### config.mk
export PLATFORM = sky130hd
export DESIGN_NAME = aes_round_ctrl
export DESIGN_NICKNAME = d
export VERILOG_FILES = /design/src/rtl/aes_round_ctrl.sv
export SDC_FILE = /design/constraint.sdc
export NUM_CORES = 1
export LEC_CHECK = 0
export CORE_MARGIN = 2
export CORE_UTILIZATION = 45
export CTS_CLUSTER_DIAMETER = 100
export CTS_CLUSTER_SIZE = 30
export DETAILED_ROUTE_END_ITERATION = 10
export GPL_TIMING_DRIVEN = 0
export PLACE_DENSITY = 0.66
export SLEW_MARGIN = 20
export SYNTH_ARGS = -nofsm -noshare
export SYNTH_HDL_FRONTEND = slang
export SYNTH_SLANG_ARGS = --single-unit
export TNS_END_PERCENT = 100
### constraint.sdc
create_clock -name clk -period 4.75 [get_ports clk]
set_clock_uncertainty 0.2 [all_clocks]
set_input_delay 0.95 -clock clk [delete_from_list [all_inputs] [get_ports clk]]
set_output_delay 0.95 -clock clk [all_outputs]
set_load 0.01 [all_outputs]
### src/rtl/aes_round_ctrl.sv
// AES round sequencer: waits out key expansion after a new cipher key, then
// walks one block through the round datapath and hands it off over valid/ready.
module aes_round_ctrl #(
    parameter int KEXP_CYCLES = 64
) (
    input  logic       clk,
    input  logic       rst,
    input  logic       k_ready,
    input  logic [3:0] Nk,
    input  logic       dec,
    input  logic       din_valid,
    output logic       din_ready,
    output logic       dout_valid,
    input  logic       dout_ready,
    output logic [3:0] key_addr,
    output logic       rnd_load,
    output logic       rnd_en,
    output logic       rnd_last,
    output logic       busy,
    output logic       key_err
);

    typedef enum logic [2:0] {
        IDLE    = 3'd0,
        KEY_EXP = 3'd1,
        READY   = 3'd2,
        ROUND   = 3'd3,
        OUT     = 3'd4
    } state_t;

    state_t     state_q, state_d;
    logic       kr_q;
    logic [7:0] cnt_q, cnt_d;
    logic [3:0] nr_q, nr_d;
    logic [3:0] r_q, r_d;
    logic [3:0] ka_q, ka_d;
    logic       dec_q, dec_d;
    logic       key_err_q, key_err_d;
    logic       k_edge;
    logic       nk_legal;

    // Encrypt walks keys upward from 0, decrypt walks downward from Nr.
    function automatic logic [3:0] round_key_addr(input logic       d,
                                                  input logic [3:0] nr,
                                                  input logic [3:0] r);
        return d ? (nr - r) : r;
    endfunction

    assign k_edge   = k_ready & ~kr_q;
    assign nk_legal = (Nk == 4'd4) || (Nk == 4'd6) || (Nk == 4'd8);

    always_comb begin
        state_d    = state_q;
        cnt_d      = cnt_q;
        nr_d       = nr_q;
        r_d        = r_q;
        ka_d       = ka_q;
        dec_d      = dec_q;
        key_err_d  = key_err_q;
        din_ready  = 1'b0;
        dout_valid = 1'b0;
        rnd_load   = 1'b0;
        rnd_en     = 1'b0;
        rnd_last   = 1'b0;
        key_addr   = 4'd0;

        case (state_q)
            KEY_EXP: begin
                cnt_d = cnt_q - 8'd1;
                if (cnt_q == 8'd1) begin
                    state_d = READY;
                end
            end
            READY: begin
                din_ready = 1'b1;
                key_addr  = dec ? nr_q : 4'd0;
                if (din_valid) begin
                    rnd_load = 1'b1;
                    dec_d    = dec;
                    r_d      = 4'd1;
                    ka_d     = round_key_addr(dec, nr_q, 4'd1);
                    state_d  = ROUND;
                end
            end
            ROUND: begin
                rnd_en   = 1'b1;
                key_addr = ka_q;
                rnd_last = (r_q == nr_q);
                if (r_q == nr_q) begin
                    state_d = OUT;
                end else begin
                    r_d  = r_q + 4'd1;
                    ka_d = round_key_addr(dec_q, nr_q, r_q + 4'd1);
                end
            end
            OUT: begin
                dout_valid = 1'b1;
                if (dout_ready) begin
                    state_d = READY;
                end
            end
            default: ;
        endcase

        // A new key overrides everything, including a same-cycle input handshake.
        if (k_edge) begin
            rnd_load = 1'b0;
            if (nk_legal) begin
                nr_d      = Nk + 4'd6;
                key_err_d = 1'b0;
                cnt_d     = 8'(KEXP_CYCLES);
                state_d   = KEY_EXP;
            end else begin
                key_err_d = 1'b1;
                state_d   = IDLE;
            end
        end
    end

    always_ff @(posedge clk or posedge rst) begin
        if (rst) begin
            state_q   <= IDLE;
            kr_q      <= 1'b0;
            cnt_q     <= 8'd0;
            nr_q      <= 4'd0;
            r_q       <= 4'd0;
            ka_q      <= 4'd0;
            dec_q     <= 1'b0;
            key_err_q <= 1'b0;
        end else begin
            state_q   <= state_d;
            kr_q      <= k_ready;
            cnt_q     <= cnt_d;
            nr_q      <= nr_d;
            r_q       <= r_d;
            ka_q      <= ka_d;
            dec_q     <= dec_d;
            key_err_q <= key_err_d;
        end
    end

    assign busy    = (state_q == KEY_EXP) || (state_q == ROUND) || (state_q == OUT);
    assign key_err = key_err_q;

endmodule

Word-level counts from Yosys, hierarchy flattened
Index checks and enable logic that the tools add are counted.

Register bits after elaboration: 26. Input port bits: 10. Output and inout port bits: 11. Logic and storage cells: 68.

Add/sub/neg operators: 5. Eq/ne operators: 15. Muxes and demuxes: 28. Bitwise operators: 2. Reduce and logical (&&, ||, !) cells: 10.

Operator list (count): $mux 4 (7); $mux 8 (3); $pmux 4 s2 (3); $mux 3 (5); $ne 3x3->1 const B (4); $pmux 3 s4 (1); $mux 1 (9); $eq 4x3->1 const B (2); $eq 8x1->1 const B (1); $sub 8x1->8 const B (1); $eq 3x2->1 const B (2); $reduce_and 5->1 (1); $reduce_bool 5->1 (1); $add 4x1->4 const B (1); $add 4x3->4 const B (1); $eq 4x4->1 (1); $eq 4x4->1 const B (1); $logic_or 1x1->1 (4); $ne 2x2->1 const B (2); $reduce_and 2->1 (2); $sub 4x1->4 const B (1); $sub 4x4->4 (1); $eq 3x1->1 const B (1); $eq 3x3->1 const B (1); other kinds (4) (4).

Depth between registers and ports, before layout
Gate-level depths: netlist of the first run.

Depth after elaboration: 5. Gate-level depth with buffers: 8. Mapped depth without buffers: 8.

Worst setup path after synthesis of the first run
OpenSTA, ideal clock, no wires.

Path type: register to output. Start point: register nr_q[0]. End point: output port rnd_last. Arrival time: 1.546 ns. Setup slack: 2.054 ns. Stages on the path, launching flop included: 5. Cells stage by stage: dfrtp_1 -> inv_1 -> ha_1 -> or4_1 -> nor2_1.

Longest elaborated chain between the ends: 2.

RTL lines: start, declared (line 34) `logic [3:0] nr_q, nr_d;`; start signal, assigned (line 134) `nr_q <= nr_d;`; $eq 4x4->1 (line 88) `rnd_last = (r_q == nr_q);`; $mux 1 (line 67) `case (state_q)`; end, declared (line 18) `output logic rnd_last,`.

No other way between the ends.

Worst setup path in the final report of the first run
Start point: register state_q[2]. End point: output port rnd_load.

Longest elaborated chain between the ends: 3.

RTL lines: start, declared (line 31) `state_t state_q, state_d;`; start signal, assigned (line 131) `state_q <= state_d;`; $eq 3x2->1 (line 67); $mux 1 (line 67); $mux 1 (line 106) `if (k_edge) begin`; end, declared (line 16) `output logic rnd_load,`.

No other way between the ends.

==> results of run 1 <==
state kept, by name (all words and copies together) (netlist names):
signal / count
cnt_q: 8
dec_q: 1
ka_q: 4
key_err: 1
kr_q: 1
nr_q: 4
r_q: 4
state_q: 3
kinds of logic after synthesis:
logic type,Yosys count,share of synthesized area
and+or+nand+nor,68,0.211
AOI/OAI and AO/OA,38,0.186
DFF,26,0.382
buffers and inverters,23,0.0566
xor gates and xnor gates,16,0.0824
adders and majority gates,7,0.0515
muxes,5,0.0301
worst max path at each step:
stage / startpoint / end / slack, ns / depth (start not counted)
finish: state_q[2] / rnd_load / 1.11 / 5
global placement: dec / key_addr[3] / 1.14 / 4
floorplan: nr_q[0] / rnd_last / 2.05 / 4
CTS: state_q[2] / rnd_load / 1.12 / 5
global route: nr_q[0] / rnd_last / 1.0 / 5
detailed placement: dec / key_addr[3] / 1.16 / 4
stage by stage:
stage | utilization | setup slack (ns) | cell area, um2 | cells
final | 0.552 | 1.11 | 2020 | 255
after global placement | 0.536 | 1.14 | 1960 | 251
after detailed placement | 0.536 | 1.16 | 1960 | 251
after global routing | 0.552 | 0.996 | 2020 | 255
after floorplan | - | 2.05 | 1700 | 183
after CTS | 0.551 | 1.12 | 2020 | 255
layout make-up:
class,count,share of cell area
multi-input combinational,134,0.475
sequential,26,0.322
timing repair buffer,20,0.0990
tap,48,0.0297
clock buffer,4,0.0272
inverter,14,0.0260
buffer,9,0.0217
layout by cell type, fill, tap and decap left out, drive strengths merged, types with 6 or more instances in the layout:
cell            n
clkbuf          6
nand2          12
dfrtp          26
nand3           8
clkdlybuf4s50  20
buf             7
nor2           23
xor2           11
a21oi           6
ha              7
inv            13
o21ai           9
synthesized netlist by cell type (all sizes together):
cell type / count
dfrtp: 26
a21oi: 6
a31oi: 3
inv: 14
o221a: 2
a21boi: 2
nor3b: 3
buf: 7
nand2b: 1
and2: 2
xor2: 11
and3: 2
nor2: 23
o211ai: 1
clkbuf: 2
or4: 3
o41ai: 2
mux2i: 4
o21a: 1
a211oi: 1
xnor2: 5
or3: 3
nor3: 5
o22ai: 1
a22o: 5
ha: 7
nand2: 12
o2111ai: 1
nand3b: 2
or3b: 1
and4b: 1
a41oi: 1
a211o: 1
o21ai: 9
a21o: 1
nor2b: 2
a221oi: 1
mux2: 1
nand3: 8
critical path, cell delays in order (launching register included):
cell and delay (ns):
dfrtp_1 0.36, buf_2 0.17, nor3b_1 0.59, nand2_1 0.34, nor2_1 0.21, clkdlybuf4s50_1 0.56
power breakdown:
| group | switching [uW] | internal, uW | total [uW] |
|---|---|---|---|
| sequential | 74.9 | 302 | 377 |
| combinational | 369 | 316 | 684 |
| clock | 70.9 | 74.2 | 145 |
per-layer routing:
layer	up-vias	global-route usage	wire, um
met4	0	0.0703	62
met1	683	0.271	1820
met3	6	0.0342	132
met2	30	0.316	1730
met5	-	0	0
li1	686	-	-
==> results.ini, run 1 <==
[run_status]
status=completed

[drt]
drcViolationCount=0
drt.antenna.violating_nets=0
detail_route.vias_per_cell=5.51
wl_per_cell_um=14.7
detailedRoute.firstIterationViolations=86
drt_first_pass_iters=4
detailroute.via_count=1405
detail_route.wirelength_mm=3.74

[floorplan]
top_level_ports=21
chip_height_um=65.5
core_region_area_um2=3660
die_w_um=65.5
fp-row-count=22
die_area_um2=4290
initial_utilization=0.465

[placed_design]
gp_routability_congestion=0.870
dp_hpwl_mm=2.78
port_buffers=20

[cells_and_area]
area.growth.synth_to_final_pct=18.8
nNetsFinal=225
antenna-diode-count=0
final_layout_size_suffix_gt1_frac=0.111
seqCellArea_um2=651
multi_input_comb_area_um2=960
layout.filler_cells=336

[worst_hold_path]
hold_path_depth=2
min-delay-path-class=reg2reg
hold_path_end=ka_q[0]
worst_hold_startpoint=ka_q[0]

[grt]
first_pass_grt_wire_length_mm=6.55
number_of_global_route_vias_before_repair=1409
antenna_violations_before_repair=0
grt_remaining_overflow=0
grt_util_all_layers=0.198
grt_start_max_net_pins=27

[timing]
grt_setup_unrepaired=no
slew-limit-headroom=0.383
maxSlewViolCount=0
fmax_mhz=274
layout_worst_path_cycle_share=0.767
tightest_slew_ns=0.920
finalHoldWorstSlack_ns=0.336
fin_setup_tns_ns=0
timing.final.setup_violations=0
timing.final.crit_period_ns=3.64
hold_viol=0

[logic_synthesis]
synth.top_cells.by_area=dfrtp_1, xor2_1, ha_1
synth_seq_cells=26
synth_largest_type_area_fraction=0.382
synth_fp_nets=200
netlist-cell-type-count=47
postSynthCellCount=183
synth_area_leader_cell=dfrtp_1
synth.avg_cell_area_um2=9.30
synth_seq_area_share=0.382
post_synth_instance_area_um2=1700
ys_warnings=0

[cts]
root_buffer=clkbuf_8
clockBufferDepth=2
cts_resized=0
clock_insertion_delay_worst_skew_ns=0.27
cts_setup_buffers=0
cts.reportedPaths.clkPinSlew_ns=0.09
cts_buffers=3
post_cts_hold_buffer_count=0
tritoncts=yes
htree_levels=1
cts_sinks=26

[worst_setup_path]
cp.arrival_ns=2.49
critical_path_class=reg2out
worst-r2r-cell-count=7
worst-endpoint-required_ns=3.60
critPathLaunchType=flip-flop
worstPathMaxFanout=9
kind_of_capture_point_of_the_worst_setup_path=output port
worstReg2RegEnd=ka_q[2]
r2r_slack_ns=2.32
worst_r2r_startpoint=r_q[0]

[pwr]
power_density_nw_per_um2=597
cellLeakagePower_uw=0.000889
worst_ir_drop_vdd_v=0.000299
p_total_uw=1210

[run]
timing.max_cap.violations=0

Note: power is estimated with default switching activity, not from simulation.
==> inputs of run 2 (changes only) <==
--- a/config.mk
+++ b/config.mk
@@ -11,7 +11,7 @@
 export CTS_CLUSTER_SIZE = 30
 export DETAILED_ROUTE_END_ITERATION = 10
 export GPL_TIMING_DRIVEN = 0
-export PLACE_DENSITY = 0.66
+export PLACE_DENSITY = 0.68
 export SLEW_MARGIN = 20
 export SYNTH_ARGS = -nofsm -noshare
 export SYNTH_HDL_FRONTEND = slang
==> constraint.sdc (replaced) <==
create_clock -name clk -period 2.9 [get_ports clk]
set_clock_uncertainty 0.2 [all_clocks]
set_input_delay 0.58 -clock clk [delete_from_list [all_inputs] [get_ports clk]]
set_output_delay 0.58 -clock clk [all_outputs]
set_load 0.01 [all_outputs]
==> results.ini, run 2 (same netlist as run 1, synthesis figures left out) <==
[worst_setup_path]
worst-endpoint-required_ns=2.12  ; -1.48 ns
cp.arrival_ns=2.00  ; -0.49 ns
critPathLaunchType=flip-flop
kind_of_capture_point_of_the_worst_setup_path=output port
worst-r2r-cell-count=8  ; +1
critical_path_class=reg2out
worstPathMaxFanout=9  ; unchanged

[worst_hold_path]
hold_path_depth=2  ; unchanged
min-delay-path-class=reg2reg

[cells_and_area]
mostFrequentLayoutCell=dfrtp_1
final_layout_size_suffix_gt1_frac=0.166  ; +0.0548
finalCoreUtilization=0.578  ; +0.0253
most-common-layout-cells=dfrtp_1, nor2_1, clkdlybuf4s50_1
regMostFlops=cnt_q
largest_register_ff_count=8  ; unchanged
layout.filler_cells=331  ; -1.5%
antenna-diode-count=0  ; unchanged
area.growth.synth_to_final_pct=24.3
post_layout_nonfiller_instances=259  ; +1.6%
nNetsFinal=229  ; +1.8%

[timing]
fmax_mhz=360
fin_setup_tns_ns=0  ; unchanged
tightest_slew_ns=0.942  ; +0.0213 ns
grt_setup_unrepaired=no
layout_worst_path_cycle_share=0.958
maxSlewViolCount=0  ; unchanged
finalWorstSetupSlack_ns=0.123  ; -0.982 ns
timing.final.crit_period_ns=2.78
hold_viol=0  ; unchanged
finalHoldWorstSlack_ns=0.332  ; -0.00372 ns
slew-limit-headroom=0.368  ; -0.0143
timing.final.setup_violations=0  ; unchanged

[drt]
detailedRoute.firstIterationViolations=73  ; -15%
drcViolationCount=0  ; unchanged
wl_per_cell_um=14.6  ; -0.54%
drt.antenna.violating_nets=0  ; unchanged
detail_route.wirelength_mm=3.78  ; +1.0%
detailroute.via_count=1412  ; +0.50%
detail_route.vias_per_cell=5.45  ; -1.1%
drt_first_pass_iters=4  ; unchanged

[floorplan]
top_level_ports=21  ; unchanged
fp-row-count=22  ; unchanged
die_w_um=65.5  ; unchanged
die_area_um2=4290  ; unchanged
chip_height_um=65.5  ; unchanged
core_region_area_um2=3660  ; unchanged
initial_utilization=0.465  ; unchanged

[grt]
antenna_violations_before_repair=0  ; unchanged
grt_start_max_net_pins=27  ; unchanged
grt_util_all_layers=0.209  ; +0.0108
first_pass_grt_wire_length_mm=6.77  ; +3.4%
grt_remaining_overflow=0  ; unchanged
number_of_global_route_vias_before_repair=1480  ; +5.0%

[cts]
htree_levels=1  ; unchanged
cts.reportedPaths.clkPinSlew_ns=0.10  ; about the same
root_buffer=clkbuf_8
clockBufferDepth=2  ; unchanged
tritoncts=yes
post_cts_hold_buffer_count=0  ; unchanged
clock_insertion_delay_worst_skew_ns=0.28  ; about the same
cts_sinks=26  ; unchanged
cts_buffers=3  ; unchanged

[pwr]
worst_ir_drop_vdd_v=0.000474  ; +58%
cellLeakagePower_uw=0.000946  ; +6.3%
power_density_nw_per_um2=1000  ; +68%

[placed_design]
gp_routability_congestion=0.813  ; -6.6%
placed_cells_incl_taps=251  ; unchanged
dp_hpwl_mm=2.79  ; +0.17%
placement.setup.worst_slack_ns=-0.0141  ; -1.18 ns
port_buffers=20  ; unchanged

[run_status]
status=completed

[run]
timing.max_cap.violations=0  ; unchanged

-- run 2: critical path, stage by stage (launching register included) --
cell,delay (ns)
dfrtp_1,0.37
clkbuf_4,0.18
nor3b_4,0.29
and2_4,0.21
a22o_1,0.13
clkdlybuf4s50_1,0.53
-- run 2: final cells by class --
class,count,area [um2],area share
multi-input combinational,134,992,0.469
sequential,26,651,0.308
timing repair buffer,25,241,0.114
tap,48,60.1,0.0284
inverter,14,56.3,0.0266
buffer,8,42.5,0.0201
clock buffer,3,41.3,0.0195
clock inverter,1,30.0,0.0142
-- run 2: stage by stage --
| stage | total power [uW] | cell area, um2 |
|---|---|---|
| after global routing | 2310 | 2110 |
| after detailed placement | 1740 | 1970 |
| after CTS | 2090 | 2080 |
| after floorplan | 1430 | 1700 |
| after global placement | 1680 | 1960 |
| final | 2120 | 2110 |
-- run 2: path summary, 6_finish.rpt --
path / startpoint / end / slack, ns
max reg2reg: r_q[0] / ka_q[2] / 0.39
min in group asynchronous: rst / cnt_q[4] / 0.50
max in group asynchronous: rst / ka_q[3] / 1.56
min: key_err / key_err / 0.33
min reg2reg: key_err / key_err / 0.33
max: state_q[2] / key_addr[0] / 0.12
-- run 2: per-layer routing --
metal,up-vias,share of wire,global-route usage
li1,699,-,-
met1,668,0.46,0.263
met2,37,0.48,0.343
met3,8,0.040,0.0360
met4,0,0.028,0.112
met5,-,0,0
-- run 2: report_power, final --
part | switching [uW] | internal [uW] | total [uW]
sequential | 114 | 495 | 609
clock | 122 | 185 | 307
combinational | 633 | 571 | 1200
-- run 2: timing repair --
item / in CTS / in global routing
gates cloned: 0 / 0
buffers inserted: 2 / 3
gates resized for setup: 7 / 5
setup endpoints to repair: 7 / 5
